===== config.mk =====
export PLATFORM = sky130hd
export DESIGN_NAME = zx_mmu
export DESIGN_NICKNAME = d
export VERILOG_FILES = /design/src/rtl/zx_mmu_pkg.sv /design/src/rtl/zx_io_edge.sv /design/src/rtl/zx_mmu.sv
export SDC_FILE = /design/constraint.sdc
export NUM_CORES = 1
export LEC_CHECK = 0
export CORE_MARGIN = 2
export CORE_UTILIZATION = 26
export DETAILED_ROUTE_END_ITERATION = 6
export PLACE_DENSITY = 0.89
export SYNTH_ARGS = -nofsm -noshare
export SYNTH_HDL_FRONTEND = slang
export SYNTH_HIERARCHICAL = 1
export SYNTH_SLANG_ARGS = --single-unit

===== constraint.sdc =====
create_clock -name clock -period 1.9 [get_ports clock]
set_clock_uncertainty 0.2 [all_clocks]
set_input_delay 0.19 -clock clock [delete_from_list [all_inputs] [get_ports clock]]
set_output_delay 0.19 -clock clock [all_outputs]
set_load 0.01 [all_outputs]

===== src/rtl/zx_mmu_pkg.sv =====
`default_nettype none
// ============================================================================
// Module   : zx_mmu_pkg
// Brief    : Port decode constants, fixed page numbers, reset values and the
//            physical page helper shared by the zx_mmu memory mapper.
// Revision : 1.0 - initial release
// ============================================================================
package zx_mmu_pkg;

  localparam logic [15:0] c_port_7ffd_mask = 16'h8002;
  localparam logic [15:0] c_port_7ffd_val  = 16'h0000;
  localparam logic [15:0] c_port_fe_mask   = 16'h0001;
  localparam logic [15:0] c_port_fe_val    = 16'h0000;
  localparam logic [15:0] c_port_1ffd_mask = 16'hF002;
  localparam logic [15:0] c_port_1ffd_val  = 16'h1000;

  localparam logic [5:0] c_ram_screen0 = 6'd5;
  localparam logic [5:0] c_ram_screen1 = 6'd7;
  localparam logic [5:0] c_ram_slot2   = 6'd2;

  localparam logic [4:0] c_rst_ram_sel    = 5'd0;
  localparam logic       c_rst_rom_sel    = 1'b0;
  localparam logic       c_rst_screen     = 1'b0;
  localparam logic       c_rst_cfg_locked = 1'b0;
  localparam logic [2:0] c_rst_border     = 3'd0;
  localparam logic [2:0] c_rst_plus3      = 3'd0;

  // ROM pages sit at the bottom of the physical array, RAM follows them.
  function automatic logic [7:0] phys_page(input logic is_rom,
                                           input logic [5:0] idx,
                                           input int rom_pages = 2);
    logic [7:0] w_base;
    w_base = is_rom ? 8'd0 : 8'(rom_pages);
    return w_base + {2'b00, idx};
  endfunction

endpackage
`default_nettype wire


===== src/rtl/zx_io_edge.sv =====
`default_nettype none
// ============================================================================
// Module   : zx_io_edge
// Brief    : Registers an I/O strobe and emits a single-cycle event on its
//            rising edge, however long the strobe is held.
// Revision : 1.0 - initial release
// ============================================================================
module zx_io_edge (
  input  logic clock,
  input  logic reset_n,
  input  logic strobe,
  output logic edge_evt
);

  logic r_strobe_q;

  always_ff @(posedge clock) begin
    if (!reset_n) r_strobe_q <= 1'b0;
    else          r_strobe_q <= strobe;
  end

  // A strobe still high when reset lifts counts as a fresh edge.
  assign edge_evt = strobe & ~r_strobe_q;

endmodule
`default_nettype wire


===== src/rtl/zx_mmu.sv =====
`default_nettype none
// ============================================================================
// Module   : zx_mmu
// Brief    : Spectrum-128 style memory mapper: paged ROM/RAM slots, shadow
//            screen select and border port. Optional macro ZX_MMU_PLUS3_EN
//            adds the +3 1FFD port (upper ROM bit and special RAM mode).
// Revision : 1.0 - initial release
// ============================================================================
module zx_mmu
  import zx_mmu_pkg::*;
#(
  parameter int ROM_PAGES = 2,
  parameter int RAM_PAGES = 8,
  parameter int PHYS_W    = 18
) (
  input  logic              clock,
  input  logic              reset_n,
  input  logic [15:0]       cpu_addr,
  input  logic              cpu_wren,
  input  logic [15:0]       io_addr,
  input  logic [7:0]        io_data,
  input  logic              io_wren,
  input  logic [12:0]       vid_addr,
  output logic [PHYS_W-1:0] mem_addr,
  output logic              mem_wren,
  output logic [PHYS_W-1:0] vid_mem_addr,
  output logic [2:0]        border,
  output logic              cfg_locked
);

  localparam bit c_ram16 = (RAM_PAGES >= 16);
  localparam bit c_ram32 = (RAM_PAGES == 32);
  localparam bit c_rom4  = (ROM_PAGES == 4);

  logic       w_io_evt;
  logic       w_hit_7ffd;
  logic       w_hit_fe;
  logic       w_hit_1ffd;
  logic [4:0] r_ram_sel;
  logic       r_rom_lo;
  logic       r_screen;
  logic       r_cfg_locked;
  logic [2:0] r_border;
  logic       w_rom_hi;
  logic       w_special;
  logic [1:0] w_special_sel;
  logic [1:0] w_rom_sel;
  logic       w_is_rom;
  logic [5:0] w_idx;
  logic [7:0] w_page;
  logic [7:0] w_vid_page;
  logic [21:0] w_full_addr;
  logic [21:0] w_full_vid;

  zx_io_edge u_io_edge (
    .clock    (clock),
    .reset_n  (reset_n),
    .strobe   (io_wren),
    .edge_evt (w_io_evt)
  );

  assign w_hit_7ffd = ((io_addr & c_port_7ffd_mask) == c_port_7ffd_val);
  assign w_hit_fe   = ((io_addr & c_port_fe_mask)   == c_port_fe_val);
  assign w_hit_1ffd = ((io_addr & c_port_1ffd_mask) == c_port_1ffd_val);

  always_ff @(posedge clock) begin
    if (!reset_n) begin
      r_ram_sel    <= c_rst_ram_sel;
      r_rom_lo     <= c_rst_rom_sel;
      r_screen     <= c_rst_screen;
      r_cfg_locked <= c_rst_cfg_locked;
      r_border     <= c_rst_border;
    end else begin
      if (w_io_evt && w_hit_7ffd && !r_cfg_locked) begin
        r_ram_sel[2:0] <= io_data[2:0];
        if (c_ram16) r_ram_sel[3] <= io_data[6];
        if (c_ram32) r_ram_sel[4] <= io_data[7];
        r_screen     <= io_data[3];
        r_rom_lo     <= io_data[4];
        r_cfg_locked <= io_data[5];
      end
      if (w_io_evt && w_hit_fe) r_border <= io_data[2:0];
    end
  end

`ifdef ZX_MMU_PLUS3_EN
  logic [2:0] r_plus3;

  always_ff @(posedge clock) begin
    if (!reset_n)                                    r_plus3 <= c_rst_plus3;
    else if (w_io_evt && w_hit_1ffd && !r_cfg_locked) r_plus3 <= io_data[2:0];
  end

  assign w_rom_hi      = c_rom4 & r_plus3[2];
  assign w_special     = r_plus3[0];
  assign w_special_sel = r_plus3[2:1];
`else
  assign w_rom_hi      = 1'b0;
  assign w_special     = 1'b0;
  assign w_special_sel = 2'b00;
`endif

  assign w_rom_sel = {w_rom_hi, r_rom_lo};

  always_comb begin
    w_is_rom = 1'b0;
    w_idx    = 6'd0;
    if (w_special) begin
      case (w_special_sel)
        2'd0: w_idx = {4'd0, cpu_addr[15:14]};
        2'd1: w_idx = {4'd1, cpu_addr[15:14]};
        2'd2: w_idx = (cpu_addr[15:14] == 2'd3) ? 6'd3 : {4'd1, cpu_addr[15:14]};
        default: begin
          case (cpu_addr[15:14])
            2'd0:    w_idx = 6'd4;
            2'd1:    w_idx = 6'd7;
            2'd2:    w_idx = 6'd6;
            default: w_idx = 6'd3;
          endcase
        end
      endcase
    end else begin
      case (cpu_addr[15:14])
        2'd0: begin
          w_is_rom = 1'b1;
          w_idx    = {4'd0, w_rom_sel};
        end
        2'd1:    w_idx = c_ram_screen0;
        2'd2:    w_idx = c_ram_slot2;
        default: w_idx = {1'b0, r_ram_sel};
      endcase
    end
  end

  assign w_page      = phys_page(w_is_rom, w_idx, ROM_PAGES);
  assign w_vid_page  = phys_page(1'b0, r_screen ? c_ram_screen1 : c_ram_screen0, ROM_PAGES);
  assign w_full_addr = {w_page, cpu_addr[13:0]};
  assign w_full_vid  = {w_vid_page, 1'b0, vid_addr};

  assign mem_addr     = w_full_addr[PHYS_W-1:0];
  assign mem_wren     = cpu_wren & ~w_is_rom;
  assign vid_mem_addr = w_full_vid[PHYS_W-1:0];
  assign border       = r_border;
  assign cfg_locked   = r_cfg_locked;

endmodule
`default_nettype wire


==> results of run 1 <==
timing repair:
| item | in CTS | in global routing |
|---|---|---|
| pin swaps | 0 | 1 |
| setup endpoints to repair | 5 | 2 |
| gates resized for setup | 11 | 3 |
metal layers:
layer	up-vias	track usage, %
li1	237	-
met4	0	3.74
met1	205	9.18
met3	6	6.91
met2	27	13.6
met5	-	0
cell families (layout without fill, tap and decap cells):
logic type	Yosys count	after routing	synth area share, %
compound gates	9	9	6.96
buf+inv	36	36	37.0
simple gates	22	22	19.5
other cells	2	2	1.04
mux	3	3	4.17
flops	10	10	27.8
fa+ha+maj	2	2	3.48
state kept, by name, indices dropped and copies added, names as in the netlist:
signal                count
border                    3
u_io_edge/r_strobe_q      1
r_rom_lo                  1
r_ram_sel                 3
r_screen                  1
cfg_locked                1
cells in the final DEF, fill, tap and decap left out, types with 2 or more instances in the layout:
| cell | n |
|---|---|
| clkdlybuf4s50_1 | 21 |
| dfxtp_1 | 10 |
| nand2_1 | 6 |
| o21ai_0 | 6 |
| nand3_1 | 5 |
| nor2b_1 | 4 |
| inv_1 | 3 |
| mux2i_1 | 3 |
| clkbuf_4 | 3 |
| dlygate4sd2_1 | 3 |
| buf_4 | 3 |
| and2_1 | 2 |
| conb_1 | 2 |
where the power goes:
group / total (mW) / switching [mW] / internal, mW / leakage (nW)
registers: 0.222 / 0.00485 / 0.217 / 0.0815
logic: 0.100 / 0.0385 / 0.0620 / 0.212
clock network: 0.187 / 0.0708 / 0.116 / 0.0210
total: 0.510 / 0.114 / 0.396 / 0.315
critical path, delay by kind of cell:
kind	cells	cell delay, ns
simple gates	2	0.39
buf+inv	2	0.89
area by class of cell:
class                           count  area [sq um]  share of cell area, %
Inverter                            3          11.3                   1.38
Clock buffer                        4          36.3                   4.44
Tap cell                           31          38.8                   4.75
Timing Repair Buffer               29           269                   32.9
Multi-Input combinational cell     38           262                   32.0
Sequential cell                    10           200                   24.5
stage by stage:
step	total power [mW]	area (sq um)	setup slack, ns
3_3_place_gp	0.329	786	-0.383
5_1_grt	0.545	817	-0.00333
2_1_floorplan	0.332	719	0.532
6_report	0.510	817	0.0362
3_5_place_dp	0.333	786	-0.444
4_1_cts	0.521	816	0.0356
worst max path at each step:
stage          cells after the start            to  slack [ns]
2_1_floorplan                      3  mem_addr[16]        0.53
3_3_place_gp                       5  mem_addr[16]       -0.38
3_5_place_dp                       5  mem_addr[16]       -0.44
4_1_cts                            4      mem_wren        0.04
5_1_grt                            6  mem_addr[16]      -0.003
6_report                           4      mem_wren        0.04
==> qor.txt, run 1 <==
WORST HOLD PATH
------------------------------------------------------------------------------------
Cell depth of the worst min-delay path                                             0
Class of the most critical hold timing path                                   in2out
Hold Crit Endpoint                                                      mem_addr[11]
Min-delay src                                                           cpu_addr[11]

PWR
------------------------------------------------------------------------------------
Leak Pwr                                                                    0.315 nW
Maximum resistive drop on vdd                                             0.000404 V
Total power divided by cell area                                         624 nW/um^2

YOSYS
------------------------------------------------------------------------------------
Total number of yosys warnings                                                     6
Cell types occupying the most area after synthesis                      buf_4 32%, dfxtp_1 28%, mux2i_1 4.2%
Syn Std Cell Area                                                          719 sq um
Most used flip-flop cell after synthesis                                     dfxtp_1
Number of enable flip-flop cells after synthesis                                   0
Syn_nets                                                                         143
Leading area contributor after synthesis                                       buf_4
Number of storage elements in the synthesis netlist                               10
Mean area per synthesized cell                                            8.56 sq um
Area share of the leading cell type in the synthesized netlist                 32.3%
Sequential element share of the synthesized area                               27.8%
Top cell types by occurrence after synthesis                            31 x buf_4, 10 x dfxtp_1, 6 x nand2_1, 6 x o21ai_0, 5 x nand3_1
Proportion of synthesized flip-flops having asynchronous set or reset             0%
Cell count after synthesis                                                        84
Most frequently used cell type in the post-synthesis netlist                   buf_4
Synth cell types                                                                  19

CLOCKING
------------------------------------------------------------------------------------
Clk buf depth                                                                      2
Clk_lat worst skew                                                           0.26 ns
Root Driver                                                                 clkbuf_4
TritonCTS clock tree                                                           built
H-tree Lvls                                                                        1
Number of buffers added for setup after CTS                                        0
Post-CTS Hold Fix Bufs                                                             0
Clock buffers created by TritonCTS                                                 3
Sink Count                                                                        10

SETUP PATH
------------------------------------------------------------------------------------
CP Class                                                                      in2out
Origin of the critical flop-to-flop path                                  cfg_locked
Startpoint type of the worst setup path                                   input port
Crit Reg-Reg Endpoint                                                   r_ram_sel[1]
Cell occurring most often along the worst timing path                   clkdlybuf4s50_1
Setup slack of the most critical reg-to-reg path                             0.63 ns
Largest fanout on the critical path                                                2
Worst endpoint required time                                                 1.51 ns
Largest stage delay on the critical path                                     0.46 ns
Worst setup EP type                                                     primary output
Setup crit start                                                        cpu_addr[14]
Worst reg2reg path depth                                                           4
Cell Chain, Critical Path                                               clkdlybuf4s50_1 -> or2_4 -> and2_1 -> clkdlybuf4s50_1
Cell with the largest stage delay on the worst path                     clkdlybuf4s50_1
Worst path arrival time                                                      1.47 ns

DRT
------------------------------------------------------------------------------------
Met1 Wirelength                                                               497 um
Drc violations                                                                     0
Number of optimization iterations in the first detailed-route pass                 3
Amount of wire on met2 after detailed routing                                 610 um
Count of antenna-violating nets left after detailed routing                        0
Mean number of vias per cell                                                    4.13
Total number of vias                                                             475
Post-DR wirelength/cell                                                      11.3 um
Violation count after the first detailed-routing iteration                         3
Met3 layer wire length in the routed design                                   176 um
Total wire length                                                            1310 um
Top routing layer in use                                                        met4

FLOORPLAN
------------------------------------------------------------------------------------
Die width                                                                    56.6 um
Initial cell density of the core                                               26.8%
Core Footprint                                                            2690 sq um
Die Outline Area                                                          3200 sq um
Std cell rows                                                                     19
IO Count                                                                          98
Die outline height                                                           56.6 um

FINAL LAYOUT
------------------------------------------------------------------------------------
Filler instances                                                                 284
Number of antenna cells inserted                                                   0
Area growth from synthesis to layout                                           13.6%
Final core occ                                                                 30.4%
Layout net count                                                                 144
Fraction of final layout cells sized beyond drive strength 1                   16.7%
Post-Layout Cell Count                                                           115

TIMING
------------------------------------------------------------------------------------
Period utilisation layout                                                      98.1%
Number of max-slew violations in the final report                                  0
Final hold viol count                                                              0
Aggregate negative setup slack                                                  0 ns
Final Setup Violations                                                             0
Min Tclk post-route                                                          1.86 ns
Final Hold Slack                                                            0.180 ns
Timing-limited maximum frequency                                             537 MHz

GLOBAL ROUTING
------------------------------------------------------------------------------------
Pin count of the biggest net entering global routing                              16
Total Routing Usage GR                                                         8.98%
Wire length of the first global-routing pass                                 2210 um
Initial antenna violation count                                                    0
Gr ovfl total                                                                      0
Number of global-route vias before repair                                        495

RUN STATUS
------------------------------------------------------------------------------------
Outcome                                                                 finished clean

RUN
------------------------------------------------------------------------------------
Count of maximum capacitance violations                                            0

PLACED DESIGN
------------------------------------------------------------------------------------
Number of input and output port buffers inserted                                  26
Global placement routability congestion                                        0.758
Final HPWL DP                                                                1050 um
Placed instance count                                                            111

Note: power is estimated with default switching activity, not from simulation.
==> run 2, diff against run 1 <==
--- a/config.mk
+++ b/config.mk
@@ -8,7 +8,9 @@
 export CORE_MARGIN = 2
 export CORE_UTILIZATION = 26
 export DETAILED_ROUTE_END_ITERATION = 6
+export HOLD_SLACK_MARGIN = 0.05
 export PLACE_DENSITY = 0.89
+export SKIP_LAST_GASP = 1
 export SYNTH_ARGS = -nofsm -noshare
 export SYNTH_HDL_FRONTEND = slang
 export SYNTH_HIERARCHICAL = 1
==> constraint.sdc (replaced) <==
create_clock -name clock -period 1.9 [get_ports clock]
set_clock_uncertainty 0.2 [all_clocks]
set_input_delay 0.38 -clock clock [delete_from_list [all_inputs] [get_ports clock]]
set_output_delay 0.38 -clock clock [all_outputs]
set_load 0.01 [all_outputs]
==> qor.txt, run 2 (synthesis results as in run 1) <==
DRT
---------------------------------------------------------------------------------
Post-DR wirelength/cell                                                   11.6 um
Count of antenna-violating nets left after detailed routing                     0
Total number of vias                                                          478
Violation count after the first detailed-routing iteration                      4
Drc violations                                                                  0
Total wire length                                                         1340 um
Number of optimization iterations in the first detailed-route pass              3
Mean number of vias per cell                                                 4.16

GLOBAL ROUTING
---------------------------------------------------------------------------------
Gr ovfl total                                                                   0
Routing usage on met2                                                       14.1%
Met1 routing resource usage after global routing                            9.32%
Pin count of the biggest net entering global routing                           16
GR peak layer                                                                met2
Initial antenna violation count                                                 0
Fraction of met3 tracks used by global routing                              6.91%
Number of global-route vias before repair                                     499
Wire length of the first global-routing pass                              2260 um
Total Routing Usage GR                                                      9.17%

PWR
---------------------------------------------------------------------------------
Sw frac                                                                     22.8%
Share of power burned in combinational logic                                20.6%
Clk pwr share                                                               36.3%
Total power divided by cell area                                      612 nW/um^2
Leak Pwr                                                                 0.324 nW
Overall power                                                              516 uW
Sequential power share                                                      43.1%
Maximum resistive drop on vdd                                          0.000409 V
Internal Pwr Total                                                         398 uW
NetSw                                                                      117 uW

FINAL LAYOUT
---------------------------------------------------------------------------------
Most common library cell in the layout ignoring fill and taps        clkdlybuf4s50_1
Sequential cell area in the final layout                                201 sq um
Post-Layout Cell Count                                                        115
Fraction of final layout cells sized beyond drive strength 1                22.6%
Number of antenna cells inserted                                                0
Layout net count                                                              144
Post-route cell area                                                    843 sq um
Area growth from synthesis to layout                                        17.2%
Filler instances                                                              281
Area taken by multi-input logic gates                                   292 sq um
Top library cells by usage in the layout, fill and taps aside        19 x clkdlybuf4s50_1, 9 x dfxtp_1, 6 x nand2_1, 6 x o21ai_0, 5 x nand3_1

FLOORPLAN
---------------------------------------------------------------------------------
Die outline height                                                        56.6 um
IO Count                                                                       98
Die Outline Area                                                       3200 sq um
Std cell rows                                                                  19
Die width                                                                 56.6 um
Core Footprint                                                         2690 sq um
Initial cell density of the core                                            26.8%

RUN
---------------------------------------------------------------------------------
Count of maximum capacitance violations                                         0

CLOCKING
---------------------------------------------------------------------------------
Root Driver                                                              clkbuf_4
Post-CTS Hold Fix Bufs                                                          0
Sink Count                                                                     10
Clk_lat worst skew                                                        0.26 ns
Clk buf depth                                                                   2
Number of buffers added for setup after CTS                                     0
H-tree Lvls                                                                     1
Clock slew seen by the registers of the worst setup and hold paths        0.07 ns
Clock buffers created by TritonCTS                                              3
TritonCTS clock tree                                                        built

TIMING
---------------------------------------------------------------------------------
Min Tclk post-route                                                       1.87 ns
Setup repair after global routing missed its margin                            no
Final hold viol count                                                           0
Timing-limited maximum frequency                                          536 MHz
Final Setup Violations                                                          0
Period utilisation layout                                                   98.3%
Number of max-slew violations in the final report                               0
Least setup slack across all paths after layout                         0.0329 ns

PLACED DESIGN
---------------------------------------------------------------------------------
Number of input and output port buffers inserted                               26
Final HPWL DP                                                             1050 um
Instance area after placement                                           786 sq um
Worst slack, placed                                                     -0.824 ns
Placed instance count                                                         111
Global placement routability congestion                                     0.758

SETUP PATH
---------------------------------------------------------------------------------
Worst endpoint required time                                              1.32 ns
Largest fanout on the critical path                                             2
Worst path arrival time                                                   1.29 ns
CP Class                                                                   in2out
Worst setup EP type                                                  primary output
Startpoint type of the worst setup path                                input port

RUN STATUS
---------------------------------------------------------------------------------
Outcome                                                              finished clean

WORST HOLD PATH
---------------------------------------------------------------------------------
Class of the most critical hold timing path                               reg2reg

[run 2: changes by cell type in the layout (fill, tap and decap cells not counted), sizes merged]
cell           previous run  this run
buf                       4         7
clkdlybuf4s50            21        19
clkbuf                    5         4
clkdlybuf4s15             0         1
dlygate4sd2               3         2
[run 2: power groups by stage]
stage / sequential [mW] / clock [mW] / combinational [mW]
3_3_place_gp: 0.227 / 0 / 0.103
4_1_cts: 0.222 / 0.197 / 0.105
6_report: 0.222 / 0.187 / 0.106
3_5_place_dp: 0.227 / 0 / 0.106
5_1_grt: 0.224 / 0.209 / 0.118
2_1_floorplan: 0.228 / 0 / 0.104
[run 2: timing repair]
action | in CTS | in global routing
endpoints found under the setup margin | 5 | 1
pin swaps | 3 | 3
gates resized for setup | 28 | 3
[run 2: area by class of cell]
| type | instances | share of cell area, % |
|---|---|---|
| timing repair buffer | 29 | 31.3 |
| inverter | 3 | 1.34 |
| multi-input combinational | 38 | 34.6 |
| tap | 31 | 4.60 |
| sequential | 10 | 23.9 |
| clock buffer | 4 | 4.30 |
[run 2: critical path: stages]
cell	delay (ns)
buf_2	0.12
or2_4	0.26
ha_4	0.17
ha_4	0.25
buf_2	0.12
[run 2: per-layer routing]
layer  wire length (um)  share of wire, %  vias to the layer above
met5                  0                 0                        -
met4                 19               1.4                        0
met1                510                38                      208
met2                634                47                       27
met3                170                13                        6
li1                   -                 -                      237
[run 2: metrics by stage]
| stage | util, % | hold slack (ns) | setup TNS (ns) |
|---|---|---|---|
| CTS | 30.9 | 0.261 | 0 |
| global route | 31.4 | 0.296 | 0 |
| global placement | 29.3 | 0.249 | -2.74 |
| finish | 31.4 | 0.258 | 0 |
| floorplan | - | 0.236 | 0 |
| detailed placement | 29.3 | 0.253 | -3.04 |
[run 2: path summary, 6_finish.rpt]
kind	startpoint	endpoint	cells after the start	slack, ns
worst max register to register	cfg_locked	r_ram_sel[1]	4	0.63
worst max-delay path	cpu_addr[15]	mem_addr[16]	5	0.03
worst min-delay path	r_rom_lo	r_rom_lo	2	0.26
worst min register to register	r_rom_lo	r_rom_lo	2	0.26
